File: config.mk
export PLATFORM = sky130hd
export DESIGN_NAME = music_play_ctrl
export DESIGN_NICKNAME = d
export VERILOG_FILES = /design/src/rtl/music_play_ctrl.sv
export SDC_FILE = /design/constraint.sdc
export NUM_CORES = 1
export LEC_CHECK = 0
export CORE_AREA = 2 2 51 53
export CTS_CLUSTER_DIAMETER = 50
export DETAILED_ROUTE_END_ITERATION = 12
export DIE_AREA = 0 0 53 55
export PLACE_DENSITY_LB_ADDON = 0.05
export REMOVE_ABC_BUFFERS = 1
export SYNTH_ARGS = -nofsm -noshare
export SYNTH_HDL_FRONTEND = slang
export SYNTH_SLANG_ARGS = --single-unit
File: constraint.sdc
create_clock -name CLK -period 2.9 [get_ports CLK]
set_input_delay 0.435 -clock CLK [delete_from_list [all_inputs] [get_ports CLK]]
set_output_delay 0.435 -clock CLK [all_outputs]
set_load 0.005 [all_outputs]
File: src/rtl/music_play_ctrl.sv
// Playback sequencer for the two-song note ROM: song select, play/pause/stop, note stepping
// every BEAT_DIV cycles, and an optional silent gap before the end-of-song action.

module music_play_ctrl #(
  parameter int ADDR_W      = 10,
  parameter int SONG0_START = 0,
  parameter int SONG0_END   = 138,
  parameter int SONG1_START = 139,
  parameter int SONG1_END   = 335,
  parameter int BEAT_DIV    = 4,
  parameter int GAP_BEATS   = 2,
  parameter int AUTO_NEXT   = 1
) (
  input  logic              CLK,
  input  logic              RST_N,
  input  logic              BTN_PLAY,
  input  logic              BTN_STOP,
  input  logic              BTN_NEXT,
  input  logic              BTN_PREV,
  output logic [ADDR_W-1:0] ROM_ADDR,
  output logic [3:0]        STATE,
  output logic              PLAYING,
  output logic              MUTE,
  output logic              SONG_END
);

  localparam int BW = (BEAT_DIV > 1) ? $clog2(BEAT_DIV) : 1;
  localparam int GW = (GAP_BEATS > 1) ? $clog2(GAP_BEATS) : 1;

  localparam logic [BW-1:0]     BEAT_LAST = BW'(BEAT_DIV - 1);
  localparam logic [GW-1:0]     GAP_LAST  = GW'((GAP_BEATS > 0) ? GAP_BEATS - 1 : 0);
  localparam logic [ADDR_W-1:0] S0_START  = ADDR_W'(SONG0_START);
  localparam logic [ADDR_W-1:0] S0_END    = ADDR_W'(SONG0_END);
  localparam logic [ADDR_W-1:0] S1_START  = ADDR_W'(SONG1_START);
  localparam logic [ADDR_W-1:0] S1_END    = ADDR_W'(SONG1_END);

  typedef enum logic [1:0] {
    ST_IDLE  = 2'd0,
    ST_PLAY  = 2'd1,
    ST_PAUSE = 2'd2,
    ST_GAP   = 2'd3
  } fsm_t;

  fsm_t              fsm_q, fsm_d;
  logic              song_q, song_d;
  logic [ADDR_W-1:0] addr_q, addr_d;
  logic [BW-1:0]     beat_q, beat_d;
  logic [GW-1:0]     gap_q, gap_d;
  logic              song_end_q, song_end_d;
  logic [3:0]        code_q, code_d;
  logic              playing_q, playing_d;
  logic              mute_q, mute_d;

  logic              nav;
  logic              run;
  logic              step;
  logic              end_act;

  function automatic logic [ADDR_W-1:0] song_start(input logic song);
    return song ? S1_START : S0_START;
  endfunction

  function automatic logic [ADDR_W-1:0] song_last(input logic song);
    return song ? S1_END : S0_END;
  endfunction

  always_comb begin
    fsm_d      = fsm_q;
    song_d     = song_q;
    addr_d     = addr_q;
    beat_d     = beat_q;
    gap_d      = gap_q;
    song_end_d = 1'b0;
    end_act    = 1'b0;

    // NEXT and PREV together cancel each other out
    nav  = BTN_NEXT ^ BTN_PREV;
    run  = (fsm_q == ST_PLAY) || (fsm_q == ST_GAP);
    step = run && (beat_q == BEAT_LAST);

    if (run) begin
      beat_d = (beat_q == BEAT_LAST) ? '0 : beat_q + BW'(1);
    end
    if (fsm_q == ST_IDLE) begin
      beat_d = '0;
      gap_d  = '0;
    end

    if (BTN_STOP) begin
      fsm_d  = ST_IDLE;
      addr_d = song_start(song_q);
      beat_d = '0;
      gap_d  = '0;
    end else if (nav) begin
      song_d = ~song_q;
      addr_d = song_start(~song_q);
      beat_d = '0;
      gap_d  = '0;
      if (fsm_q == ST_GAP) begin
        fsm_d = ST_PLAY;
      end
    end else if (BTN_PLAY && (fsm_q != ST_GAP)) begin
      case (fsm_q)
        ST_IDLE:  begin
          fsm_d  = ST_PLAY;
          beat_d = '0;
        end
        ST_PLAY:  fsm_d = ST_PAUSE;
        ST_PAUSE: fsm_d = ST_PLAY;
        default:  fsm_d = fsm_q;
      endcase
    end else if (step) begin
      if (fsm_q == ST_PLAY) begin
        if (addr_q != song_last(song_q)) begin
          addr_d = addr_q + ADDR_W'(1);
        end else begin
          song_end_d = 1'b1;
          if (GAP_BEATS > 0) begin
            fsm_d = ST_GAP;
            gap_d = '0;
          end else begin
            end_act = 1'b1;
          end
        end
      end else begin
        if (gap_q == GAP_LAST) begin
          end_act = 1'b1;
        end else begin
          gap_d = gap_q + GW'(1);
        end
      end
    end

    // End of song (after any gap): chain into the other song or park at the start
    if (end_act) begin
      beat_d = '0;
      gap_d  = '0;
      if (AUTO_NEXT != 0) begin
        song_d = ~song_q;
        addr_d = song_start(~song_q);
        fsm_d  = ST_PLAY;
      end else begin
        addr_d = song_start(song_q);
        fsm_d  = ST_IDLE;
      end
    end

    code_d    = song_d ? 4'd2 : 4'd1;
    playing_d = (fsm_d == ST_PLAY) || (fsm_d == ST_GAP);
    mute_d    = (fsm_d != ST_PLAY);
  end

  always_ff @(posedge CLK) begin
    if (!RST_N) begin
      fsm_q      <= ST_IDLE;
      song_q     <= 1'b0;
      addr_q     <= S0_START;
      beat_q     <= '0;
      gap_q      <= '0;
      song_end_q <= 1'b0;
      code_q     <= 4'd1;
      playing_q  <= 1'b0;
      mute_q     <= 1'b1;
    end else begin
      fsm_q      <= fsm_d;
      song_q     <= song_d;
      addr_q     <= addr_d;
      beat_q     <= beat_d;
      gap_q      <= gap_d;
      song_end_q <= song_end_d;
      code_q     <= code_d;
      playing_q  <= playing_d;
      mute_q     <= mute_d;
    end
  end

  assign ROM_ADDR = addr_q;
  assign STATE    = code_q;
  assign PLAYING  = playing_q;
  assign MUTE     = mute_q;
  assign SONG_END = song_end_q;

endmodule

* Yosys cells after proc, flatten, opt, wreduce, memory -nomap -nowiden
Index checks and enable logic that the tools add are counted.
** Storage, ports and cells
- Memory bits (writable) :: 0
- Latch bits :: 0
- Word-level logic and storage cells :: 80
- ROM bits :: 0
- Input bits :: 6
- Bits in registers :: 23
- Memories :: 0
** Operators by class
- Shift-type cells :: 0
- Eq/ne operators :: 10
- Reductions and logical operators :: 12
- Magnitude comparators :: 0
- Add/subtract/negate cells :: 3
- Mux-type cells :: 41
- Div/mod/pow operators :: 0
- $mul :: 0
- Bitwise operators :: 5
** Operators by type and width (number)
- $mux W10 :: 7
- $mux W2 :: 14
- $mux W1 :: 16
- $mux W8 :: 2
- $reduce_bool A4 Y1 :: 3
- $add A10 B1 Y10 const B :: 1
- $ne A10 B9 Y1 :: 1
- $mux W9 :: 1
- $eq A2 B2 Y1 const B :: 4
- $reduce_or A6 Y1 :: 1
- $eq A2 B1 Y1 const B :: 2
- $ne A4 B4 Y1 const B :: 1
- $not A1 Y1 :: 4
- $pmux W2 S2 :: 1
- $reduce_and A4 Y1 :: 1
- $reduce_or A4 Y1 :: 1
- $add A2 B1 Y2 const B :: 1
- $logic_and A1 B1 Y1 :: 2
- $logic_not A2 Y1 :: 1
- $logic_or A1 B1 Y1 :: 2
- $ne A2 B1 Y1 const B :: 1
- $ne A2 B2 Y1 const B :: 1
- $reduce_or A2 Y1 :: 1
- $add A1 B1 Y1 const B :: 1
- $xor A1 B1 Y1 :: 1

* Depth between registers and ports, before layout
- Word-level depth :: 11
- Mapped depth :: 7
- Mapped depth without buffers :: 6

* Worst setup path after synthesis
OpenSTA, ideal clock, no wires.
- Kind :: input to register
- From :: in BTN_PREV
- To :: reg addr_q[0], in the netlist ROM_ADDR[0]
- Setup slack :: 1.187 ns
- Arrival :: 1.595 ns
- Buffers on the path :: 0
- Cell stages on the path :: 5
- Cell sequence :: xnor2_2 -> a311oi_4 -> o21ai_2 -> o21a_1 -> o221a_2
** Between the ends
- Longest elaborated chain between the ends :: 5
- Elaborated cells between the ends (all ways) :: 11
- Those cells by class :: eq/ne (1); mux (5); bitwise (1); reduce/logical (4)
** RTL lines
- from (decl) :: RTL line 19 : input logic BTN_PREV,
- $xor A1 B1 Y1 (*) :: RTL line 77 : nav = BTN_NEXT ^ BTN_PREV;
- $mux W1 :: RTL line 94 : end else if (nav) begin
- $mux W1 :: RTL line 89 : if (BTN_STOP) begin
- $ne A4 B4 Y1 (no line) / $reduce_bool A4 Y1 (equally long branches)
- $reduce_and A4 Y1 (no line)
- to (signal assigned) :: RTL line 167 : addr_q <= addr_d;
- to (decl) :: RTL line 46 : logic [ADDR_W-1:0] addr_q, addr_d;
Mark *: on every way between the ends. The rest lies on a longest branch, timed or not.
A chain may end at the register's enable or synchronous reset.

* Worst setup path after layout
Ends and elaborated chain as after synthesis.

==> key figures <==
Die
  – Die ar.: just under 3000 sq um
  – Total I/O pin count: 23
  – Initial Util: 0.432
  – Core area: approximately 2400 sq um
  – Die height: ~55 microns
  – Die width: 53 microns
  – FP Rows: 18

Timing
  – Max Fclk: 497 MHz
  – Final Critical Period: 2010 ps
  – Max_slew headroom: 0.563
  – Final setup margin: 887 ps
  – Post-route setup TNS: 0 ps
  – Slew Viols, Final: 0
  – Unrepaired setup endpoints after global routing: false
  – Worst Clk Skew: 1.18 ps
  – Finish-stage setup viols: 0
  – Crit share post-route: 0.694
  – Least-Margin Pin Slew: 656 ps
  – Hold Fails Final Rpt: 0

Pwr
  – Pint: between 300 and 400 uW
  – Combinational share of power: 0.155
  – Clock network fraction of design power: 0.273
  – Pwr Density: about 400 nW/um^2
  – Peak VDD IR: between 0.2 and 0.3 mV
  – Sw Pwr: ~130 uW
  – P_leak: 0.000451 uW
  – Switch share: 0.269
  – Sequential share of power: 0.572

Logic synthesis
  – Yosys warnings: 0
  – Yosys top cell by area: dfxtp_1
  – FFs w/ async S/R, synth: 0
  – Seq cells post-synth: 19
  – Synth Cell Area: 1020 sq um
  – Post-synth top area share: 0.373
  – Main combinational cell family by area after synthesis: compound AO/OA/AOI/OAI gates
  – Synth Area in Compound Gates: 0.237
  – Synth Area in Adders: 0.0245
  – Synth cell count leaders: 19 x dfxtp_1, 12 x nor2_1, 6 x a21oi_1, 6 x inv_1
  – Top post-synthesis cells by area: dfxtp_1 37%, nor2_1 4.4%, xor2_1 4.3%
  – Netlist cell types: 43
  – Synthesized instance count: 114
  – Post-synthesis mux area share: 0.0110
  – Post-Synth XOR/XNOR Area: 0.0674
  – Post-synth EDFFs: 0
  – Primary FF master, synth: dfxtp_1
  – Synth Area in Simple Gates: 0.223
  – Top-count cell post-synth: dfxtp_1
  – Syn_area_per_cell: 8.96 sq um
  – Seq/Total Area, Yosys: 0.373

GRT
  – Vias in the first global route: approximately 810
  – Largest net degree at the start of global routing: 12
  – Grt total ovfl: 0
  – Initial antenna violation count: 0
  – Global Route Usage Sum: 0.168
  – First-pass GRT wire length: 3590 microns

Placement
  – Port buffer count: 20
  – Routability Congestion: between 0.8 and 0.9
  – Placed Cells: 158
  – HPWL Detailed: 1650 microns
  – Pre-CTS setup slack: 560 ps

Detailed routing
  – Routed vias: 904
  – Antenna Nets Post-Route: 0
  – DRC: 0
  – WL final: 2230 microns
  – DR pass1 iterations: 4
  – WL/cell: 13.8 microns
  – Iter 0 DRT Violations: 14
  – Via-per-instance ratio: 5.58

Clocking
  – CTS sink count: 19
  – CTS tree: yes
  – CTS-repair resized insts: 0
  – Hold buffers post-CTS: 0
  – Htree depth: 1
  – Clock transition at path regs: approximately 110 ps
  – # Post-CTS Setup Buffers: 0
  – Clock root cell: clkbuf_4
  – Clock Latency Late Sink: 290 ps
  – Num CTS Buffers: 3
  – Max clock buf depth: 2

Layout
  – Filler cells: 236
  – Layout cell share with drive strength beyond 1: 0.0985
  – Fin nets: 141
  – Ant. Diodes: 0
  – Post-Layout Cell Count: 162
  – Area growth from synthesis to layout: 22.4%

Worst setup path
  – Crit-path max FO: 9
  – Critical Path RT: 3100 ps
  – Critical Path AT: 2210 ps
  – Crit end category: flop
  – Setup CP Type: primary input to flop
  – Critical Path Source Type: primary input

Worst hold path
  – Hold WC Path Type: flop to flop

Job
  – Max_cap viols: 0

Run status
  – Outcome: finished clean
==> cells by family (layout without fill, tap and decap cells) <==
logic type               after synthesis  in the layout
other                                  1              2
AND/OR/NAND/NOR                       42             42
AO/OA/AOI/OAI                         29             29
adder cells (fa/ha/maj)                2              2
XOR/XNOR                               7              7
buffers and inverters                 13             30
multiplexers                           1              1
flip-flops                            19             19
==> sequential cells by signal, summed over array words and instances, names as in the netlist <==
name / count
STATE: 1
MUTE: 1
fsm_q: 1
beat_q: 2
SONG_END: 1
ROM_ADDR: 10
gap_q: 1
PLAYING: 1
song_q: 1
==> area by class of cell <==
type,instances,area [sq um],area share
multi-input combinational,83,582,0.465
clock buffer,3,22.5,0.0180
sequential,19,380,0.304
inverter,6,22.5,0.0180
clock inverter,1,5.00,0.00400
tap,30,37.5,0.0300
timing repair buffer,20,200,0.160
==> per-layer routing <==
metal  vias up  GRT usage  wire length (microns)
met3         2     0.0242                     75
met1       437      0.214                   1000
met4         0     0.0513                     12
li1        451          -                      -
met5         -          0                      0
met2        14      0.294                   1140
==> placed cells by master, fill, tap and decap left out, drive strengths merged, types with 2 or more instances in the layout <==
cell type,synthesis,layout
o221a,4,4
nand2b,3,3
a21oi,6,6
nor2b,2,2
clkbuf,2,3
xnor2,2,2
and4,2,2
conb,1,2
o21a,2,2
nand3,2,2
o2111ai,3,3
o21ai,3,3
nor2,12,12
ha,2,2
and3,3,3
xor2,5,5
nor3,2,2
nand4,4,4
clkdlybuf4s50,0,20
inv,6,6
dfxtp,19,19
nand2,6,6
a22oi,3,3
==> through the flow <==
stage	power [uW]	utilization	area, sq um	hold slack [ps]
floorplan	329	-	985	461
global placement	368	0.517	1220	478
detailed placement	370	0.517	1220	478
CTS	508	0.529	1250	501
global route	530	0.529	1250	535
finish	500	0.529	1250	501
==> path summary, 6_finish.rpt <==
check             slack (ps)  startpoint     endpoint  depth (start not counted)
hold / removal           500       gap_q        gap_q                          2
hold reg to reg          500       gap_q        gap_q                          2
setup reg to reg         990     PLAYING  ROM_ADDR[0]                          5
setup / recovery         890    BTN_PREV  ROM_ADDR[0]                          6
==> critical path, cell delays in order <==
cell	delay, ps
clkdlybuf4s50_1	440
xnor2_2	220
a311oi_4	540
o21ai_2	140
o21a_1	190
o221a_2	240
==> power by group through the flow <==
stage	logic, uW	clock network, uW	registers (uW)
finish	77.5	136	286
global route	85.7	156	288
CTS	78.4	144	286
detailed placement	78.1	0	292
global placement	76.2	0	291
floorplan	39.5	0	289
Power figures use the tool's default switching activity.
